**src/rtl/bsg_dmc_ui_burst_adapter.sv**
```systemverilog
// Whole-burst request/response front end for the DMC app_* beat interface.
// One transaction in flight; read beats are reassembled into the request buffer.

package bsg_dmc_ui_burst_adapter_pkg;
  typedef enum logic [2:0] {
    WR = 3'b000,
    RD = 3'b001
  } app_cmd_e;
endpackage

// state  | meaning
// IDLE   | waiting for a request (gated by calibration)
// WDATA  | streaming write beats on the wdf channel
// WCMD   | issuing the WR command after all beats are accepted
// RCMD   | issuing the RD command
// RDATA  | collecting read beats until the end beat
// RESP   | presenting the assembled read burst
module bsg_dmc_ui_burst_adapter
  import bsg_dmc_ui_burst_adapter_pkg::*;
#(
  parameter int ui_addr_width_p   = 28,
  parameter int ui_data_width_p   = 32,
  parameter int ui_burst_length_p = 8,
  localparam int burst_data_width_lp = ui_data_width_p * ui_burst_length_p,
  localparam int ui_mask_width_lp    = ui_data_width_p >> 3,
  localparam int burst_mask_width_lp = burst_data_width_lp >> 3
) (
  input  logic                           clk_i,
  input  logic                           reset_n_i,
  input  logic                           init_calib_complete_i,

  input  logic                           req_v_i,
  output logic                           req_ready_o,
  input  logic                           req_write_i,
  input  logic [ui_addr_width_p-1:0]     req_addr_i,
  input  logic [burst_data_width_lp-1:0] req_data_i,
  input  logic [burst_mask_width_lp-1:0] req_mask_i,

  output logic                           resp_v_o,
  input  logic                           resp_ready_i,
  output logic [burst_data_width_lp-1:0] resp_data_o,

  output logic [ui_addr_width_p-1:0]     app_addr_o,
  output app_cmd_e                       app_cmd_o,
  output logic                           app_en_o,
  input  logic                           app_rdy_i,

  output logic                           app_wdf_wren_o,
  output logic [ui_data_width_p-1:0]     app_wdf_data_o,
  output logic [ui_mask_width_lp-1:0]    app_wdf_mask_o,
  output logic                           app_wdf_end_o,
  input  logic                           app_wdf_rdy_i,

  input  logic                           app_rd_data_valid_i,
  input  logic [ui_data_width_p-1:0]     app_rd_data_i,
  input  logic                           app_rd_data_end_i,

  output logic                           error_o
);

  typedef enum logic [2:0] {
    S_IDLE,
    S_WDATA,
    S_WCMD,
    S_RCMD,
    S_RDATA,
    S_RESP
  } state_e;

  localparam int cnt_width_lp = $clog2(ui_burst_length_p);
  localparam logic [cnt_width_lp-1:0] last_cnt_lp = cnt_width_lp'(ui_burst_length_p - 1);

  state_e                         r_state;
  logic [cnt_width_lp-1:0]        r_cnt;
  logic [ui_addr_width_p-1:0]     r_addr;
  logic [burst_data_width_lp-1:0] r_data;
  logic [burst_mask_width_lp-1:0] r_mask;
  logic                           r_app_en;
  app_cmd_e                       r_app_cmd;
  logic                           r_wdf_wren;
  logic                           r_wdf_end;
  logic                           r_resp_v;
  logic                           r_error;

  logic                           w_req_fire;
  logic [cnt_width_lp-1:0]        w_cnt_inc;
  logic                           w_cnt_last;

  assign req_ready_o = init_calib_complete_i & (r_state == S_IDLE);
  assign w_req_fire  = req_v_i & req_ready_o;
  assign w_cnt_inc   = r_cnt + 1'b1;
  assign w_cnt_last  = (r_cnt == last_cnt_lp);

  always_ff @(posedge clk_i or negedge reset_n_i) begin
    if (!reset_n_i) begin
      r_state    <= S_IDLE;
      r_cnt      <= '0;
      r_addr     <= '0;
      r_data     <= '0;
      r_mask     <= '0;
      r_app_en   <= 1'b0;
      r_app_cmd  <= WR;
      r_wdf_wren <= 1'b0;
      r_wdf_end  <= 1'b0;
      r_resp_v   <= 1'b0;
      r_error    <= 1'b0;
    end else begin
      // the read channel has no backpressure, so a beat we are not expecting is lost
      if (app_rd_data_valid_i && (r_state != S_RDATA))
        r_error <= 1'b1;

      case (r_state)
        S_IDLE: begin
          if (w_req_fire) begin
            r_addr <= req_addr_i;
            r_data <= req_data_i;
            r_mask <= req_mask_i;
            r_cnt  <= '0;
            if (req_write_i) begin
              r_state    <= S_WDATA;
              r_wdf_wren <= 1'b1;
              r_wdf_end  <= 1'b0;
            end else begin
              r_state   <= S_RCMD;
              r_app_en  <= 1'b1;
              r_app_cmd <= RD;
            end
          end
        end

        S_WDATA: begin
          if (app_wdf_rdy_i) begin
            if (w_cnt_last) begin
              r_state    <= S_WCMD;
              r_cnt      <= '0;
              r_wdf_wren <= 1'b0;
              r_wdf_end  <= 1'b0;
              r_app_en   <= 1'b1;
              r_app_cmd  <= WR;
            end else begin
              r_cnt     <= w_cnt_inc;
              r_wdf_end <= (w_cnt_inc == last_cnt_lp);
            end
          end
        end

        S_WCMD: begin
          if (app_rdy_i) begin
            r_state  <= S_IDLE;
            r_app_en <= 1'b0;
          end
        end

        S_RCMD: begin
          if (app_rdy_i) begin
            r_state  <= S_RDATA;
            r_app_en <= 1'b0;
            r_cnt    <= '0;
          end
        end

        S_RDATA: begin
          if (app_rd_data_valid_i) begin
            r_data[r_cnt*ui_data_width_p +: ui_data_width_p] <= app_rd_data_i;
            r_cnt <= w_cnt_inc;
            if (app_rd_data_end_i != w_cnt_last)
              r_error <= 1'b1;
            if (app_rd_data_end_i) begin
              r_state  <= S_RESP;
              r_resp_v <= 1'b1;
            end
          end
        end

        S_RESP: begin
          if (resp_ready_i) begin
            r_state  <= S_IDLE;
            r_resp_v <= 1'b0;
          end
        end

        default: begin
          r_state    <= S_IDLE;
          r_app_en   <= 1'b0;
          r_wdf_wren <= 1'b0;
          r_wdf_end  <= 1'b0;
          r_resp_v   <= 1'b0;
        end
      endcase
    end
  end

  assign app_addr_o     = r_addr;
  assign app_cmd_o      = r_app_cmd;
  assign app_en_o       = r_app_en;
  assign app_wdf_wren_o = r_wdf_wren;
  assign app_wdf_end_o  = r_wdf_end;
  assign app_wdf_data_o = r_data[r_cnt*ui_data_width_p +: ui_data_width_p];
  assign app_wdf_mask_o = r_mask[r_cnt*ui_mask_width_lp +: ui_mask_width_lp];
  assign resp_v_o       = r_resp_v;
  assign resp_data_o    = r_data;
  assign error_o        = r_error;

endmodule
```
**config.mk**
```make
export PLATFORM = sky130hd
export DESIGN_NAME = bsg_dmc_ui_burst_adapter
export DESIGN_NICKNAME = d
export VERILOG_FILES = /design/src/rtl/bsg_dmc_ui_burst_adapter.sv
export SDC_FILE = /design/constraint.sdc
export NUM_CORES = 1
export LEC_CHECK = 0
export CAP_MARGIN = 15
export CORE_UTILIZATION = 25
export CTS_CLUSTER_SIZE = 24
export DETAILED_ROUTE_END_ITERATION = 6
export PLACE_DENSITY = 0.56
export SLEW_MARGIN = 25
export SYNTH_ARGS = -nofsm -noshare
export SYNTH_HDL_FRONTEND = slang
export SYNTH_SLANG_ARGS = --single-unit
```
**constraint.sdc**
```tcl
create_clock -name clk_i -period 4 [get_ports clk_i]
set_clock_uncertainty 0.05 [all_clocks]
set_input_delay 0.6 -clock clk_i [delete_from_list [all_inputs] [get_ports clk_i]]
set_output_delay 0.6 -clock clk_i [all_outputs]
set_load 0.01 [all_outputs]
```
Word-level counts from Yosys, hierarchy flattened --
Index checks and enable logic that the tools add are counted.
Operators by class: add/sub/neg operators 2, equality and inequality tests 20, shifts and indexed selects 4, mux-type cells 48, bitwise operators 5, reductions and logical operators 18
Operators by type and width (count):
- $mux 256 | 2
- $pmux 256 s2 | 1
- $bwmux 256 | 1
- $shift 32x34->256 const A | 1
- $shiftx 256x9->32 | 1
- $shiftx 32x34->256 | 1
- $mux 3 | 16
- $neg 8->34 | 1
- $shiftx 32x6->4 | 1
- $mux 1 | 20
- $ne 2x2->1 const B | 10
- $pmux 3 s6 | 1
- $reduce_and 5->1 | 3
- $eq 3x3->1 const B | 4
- $pmux 3 s4 | 1
- $pmux 1 s3 | 3
- $reduce_and 4->1 | 2
- $reduce_and 8->1 | 1
- $reduce_or 4->1 | 2
- $eq 3x2->1 const B | 2
- $pmux 3 s2 | 1
- $reduce_and 6->1 | 1
- $pmux 1 s4 | 1
- $reduce_bool 2->1 | 2
- 14 further kinds | 18
Storage, ports and cells: register bits 330, bits of input ports 358, output and inout bits 329, logic and storage cells 108

Depth between registers and ports, before layout --
depth after elaboration 6, gate-level depth with buffers 12, gate-level depth less buffers 7

Worst setup path after synthesis --
No wires, ideal clock.
kind reg2reg, start register r_cnt[1], end register r_data[34] (netlist: resp_data_o[34]), arrival 2993 ps, setup slack 820 ps, stages on the path, launching flop included 11, buffers on the path 4, period minus slack after synthesis 3180 ps, cell sequence dfrtp_1 > clkbuf_1 > clkbuf_1 > inv_1 > ha_1 > ha_1 > buf_2 > o311ai_0 > a221oi_2 > clkbuf_1 > a21oi_1
Between the ends: longest elaborated chain between the ends 5, elaborated cells on any way between the ends 6, classes of those cells add/sub (1); shift (2); mux (3)
Ends and longest elaborated chain:
- start, declared | line 74 | logic [cnt_width_lp-1:0] r_cnt;
- start signal, assigned | line 141 | r_cnt <= w_cnt_inc;
- start signal, assigned | line 165 | r_cnt <= w_cnt_inc;
- $neg 8->34 * | line 164 | r_data[r_cnt*ui_data_width_p +: ui_data_width_p] <= app_rd_data_i;
- $shiftx 32x34->256 or $shift 32x34->256 (tied branches) | line 164
- $bwmux 256 * | line 164
- $mux 256 * | line 163 | if (app_rd_data_valid_i) begin
- $pmux 256 s2 * | line 112 | case (r_state)
- end signal, assigned | line 116 | r_data <= req_data_i;
- end signal, assigned by index | line 164
- end, declared | line 76 | logic [burst_data_width_lp-1:0] r_data;
Every way passes the cells marked *; elsewhere a longest branch is shown, timed or not. The select of a mux whose other input is x is not followed. A chain may end at the register's enable or synchronous reset.

Worst setup path after layout --
start register r_cnt[0], end output app_wdf_data_o[1]
Between the ends: longest elaborated chain between the ends 1
Ends and longest elaborated chain:
- $shiftx 256x9->32 | line 198 | assign app_wdf_data_o = r_data[r_cnt*ui_data_width_p +: ui_data_width_p];
- end, declared | line 49 | output logic [ui_data_width_p-1:0] app_wdf_data_o,
Every way passes these cells.

==> out/qor.txt <==
Max Root-Sink Buffers = 3
Initial DRC Count = 1605
Placer Congestion = 0.946
Post-synthesis simple-gate area fraction = 0.102
Worst-Skew Late Latency = 0.57 ns
Hpwl dp = 76400 um
Pre-antenna DRT Iters = 5
CP Launch Type = flip-flop
GRT met2 Usage = 0.417
DIE WIDTH = 267 um
RSZ-0062 raised after global routing = no
Die area = 71100 um^2
Crit end category = primary output
Detailed-route via count = 17.1k
Logic pwr share = 0.545
Crit path cell chain = buf_12, mux4_2, nand2_1, nand2_1, clkdlybuf4s50_1
XOR/XNOR Fraction of Synth Area = 0.00100
Maximum vdd drop = 0.360 mV
Final wirelength = 101000 um
Minimum clock period = 3.84 ns
DR vias/cell = 5.29
Critical-path top delay cell = dfrtp_4
Max-cap violations = 0
P_sw = 9.57 mW
Drt wl/cell = 31.1 um
CTS buffer count = 44
Hold_buf cts = 0
Die height = 267 um
Tightest Pin Transition = 1.07 ns
Core Region = 68900 um^2
CP startpoint = r_cnt[0]$_DFFE_PN0P_
Yosys warning total = 0
Total grt overflow = 0
Maximum fanout along the worst path = 43
Fin. max-slew vios = 0
Status = finished clean
Async set-reset flop share out of synthesis = 1.00
# IOs = 687
CTS H-tree depth = 2
Vias in the first global route = 17.1k
Worst reg2reg startpoint = r_cnt[0]$_DFFE_PN0P_
Post-CTS Setup Bufs = 0
Synth Flop Type = dfrtp_1
Flop pwr share = 0.289
CP max stage delay = 0.68 ns
Starting density of the core = 0.254
Req. time, crit path = 3.35 ns
Hold WS = 0.0142 ns
Fraction of layout cells with a size suffix above 1 = 0.171
Highest Clock Rate = 0.260 GHz
Final hold vios = 0
Hold crit path type = in2async
Compound-gate portion of the synthesized area = 0.186
Synth Area in Adders = 0.00571
Clock tree sinks = 328
DRC viols = 0
P_int = 13.7 mW
Register area share after synthesis = 0.469
Sw Share = 0.411
Leakage Power = 10.5 nW
Period utilization = 0.960
Setup TNS = 0 ns
Multiplexer share of the synthesized area = 0.196
PnR worst setup slack = 0.161 ns
Mean Syn Cell Area = 10.9 um^2
FILL cells = 6802
Kind of critical path = reg2out
Initial antenna violation count = 30
Post-DRT Antenna Nets = 0
First-pass GRT wire length = 138000 um
Met1 GRT Util = 0.375
IO buf count = 684
Area delta synth->final = 54.2%
Final total power = 23.2 mW
Worst flop-to-flop path endpoint = resp_data_o[199]$_DFFE_PN0P_
Arrival time at the worst endpoint = 3.19 ns
Total Nets Final = 2609
FP Rows = 96
Root Driver = clkbuf_16
Top cell by count, worst path = nand2_1
Count of state elements after synthesis = 328
Clk pwr share = 0.166
Post-place setup slack = 0.565 ns
Post-synthesis cell count = 1601
Largest family of logic cells by synthesized area = multiplexers
Library cells used by synthesis = 52
Tot GR Track Use = 0.277
Power density cells = 861 nW/um^2
Largest net degree at the start of global routing = 91
Max_slew headroom = 0.283
Met3 Usage GRT = 0.0761
Number of flops mapped to enable cells by yosys = 0
Busiest grt layer = met2
Post-cts sizing count = 0
CTS tree = done
R2r setup slk = 0.51 ns
R2R depth = 7
Clk slew on worst S/H paths = 0.06 ns
Post-synthesis cell area = 17500 um^2
Post-layout util = 0.392
Final Setup Violations = 0
==> kinds of logic after synthesis <==
group                    after synthesis
AO/OA/AOI/OAI                        484
XOR/XNOR                               2
adder cells (fa/ha/maj)                8
buffers and inverters                157
flip-flops                           328
multiplexers                         233
other                                  1
AND/OR/NAND/NOR                      388
==> worst max-delay path by stage <==
| stage | depth (start not counted) | slack, ns | endpoint |
|---|---|---|---|
| floorplan | 10 | 0.82 | resp_data_o[34]$_DFFE_PN0P_ |
| global placement | 7 | 0.67 | resp_data_o[214]$_DFFE_PN0P_ |
| detailed placement | 7 | 0.57 | resp_data_o[192]$_DFFE_PN0P_ |
| CTS | 5 | 0.08 | app_wdf_data_o[1] |
| global route | 5 | 0.01 | app_wdf_data_o[29] |
| finish | 5 | 0.16 | app_wdf_data_o[1] |
==> per-stage QoR <==
stage / area, um^2 / std cells
global route: 27000 / 3228
floorplan: 17500 / 1602
finish: 27000 / 3231
CTS: 26900 / 3206
detailed placement: 25600 / 3128
global placement: 25600 / 3128
==> per-layer routing <==
layer	vias to the layer above	routed length, um
met1	8849	42900
met2	807	45600
li1	7277	-
met4	6	3470
met3	153	8510
met5	-	34
==> power groups by stage <==
stage,Clock [mW],Combinational (mW),Sequential [mW]
floorplan,0,5.35,6.70
global placement,0,12.5,6.68
detailed placement,0,12.6,6.72
CTS,3.94,12.7,6.69
global route,4.08,13.3,6.91
finish,3.85,12.7,6.72
==> Yosys cell counts, types with 8 or more instances <==
cell	instances	area [um^2]
mux4_2	72	1620
mux2_2	159	1790
a22oi_1	129	968
a21oi_1	136	681
nor2b_1	33	206
nand2_1	155	582
buf_2	56	280
ha_1	8	100
o22a_1	31	272
nand2b_1	36	225
nor2_1	133	499
dfrtp_1	328	8210
o21ai_0	39	195
a31oi_1	64	400
clkbuf_1	70	263
buf_1	15	56.3
a22o_1	64	561
==> layout by cell type, fill, tap and decap left out, drive strengths merged, types with 42 or more instances in the layout <==
cell / instances
o21ai: 42
buf: 63
nor2: 133
clkbuf: 66
a31oi: 64
nand2: 155
clkdlybuf4s50: 683
mux2: 159
a22o: 64
a21oi: 137
dfrtp: 328
a22oi: 129
mux4: 72
==> cell type report <==
class / count / area, um^2 / share of cell area
flip-flops and latches: 328 / 8220 / 0.304
clock inverters: 12 / 65.1 / 0.00241
well taps: 931 / 1160 / 0.0431
inverters: 6 / 22.5 / 0.000834
clock buffers: 66 / 1310 / 0.0483
diodes: 25 / 62.6 / 0.00232
multi-input cells: 1117 / 8730 / 0.323
repair buffers: 746 / 7440 / 0.276
==> critical path, delay by kind of cell (launching register included) <==
kind | cells | cell delay (ns)
and+or+nand+nor | 2 | 0.44
muxes | 1 | 0.57
DFF | 1 | 0.68
buffers and inverters | 2 | 0.90
==> flip-flops by register name (all words and copies together) (netlist names) <==
name and count:
app_en_o 1, r_state 3, app_wdf_wren_o 1, error_o 1, resp_v_o 1, resp_data_o 256
app_cmd_o 1, app_wdf_end_o 1, r_cnt 3, app_addr_o 28, r_mask 32
Note: power is estimated with default switching activity, not from simulation.
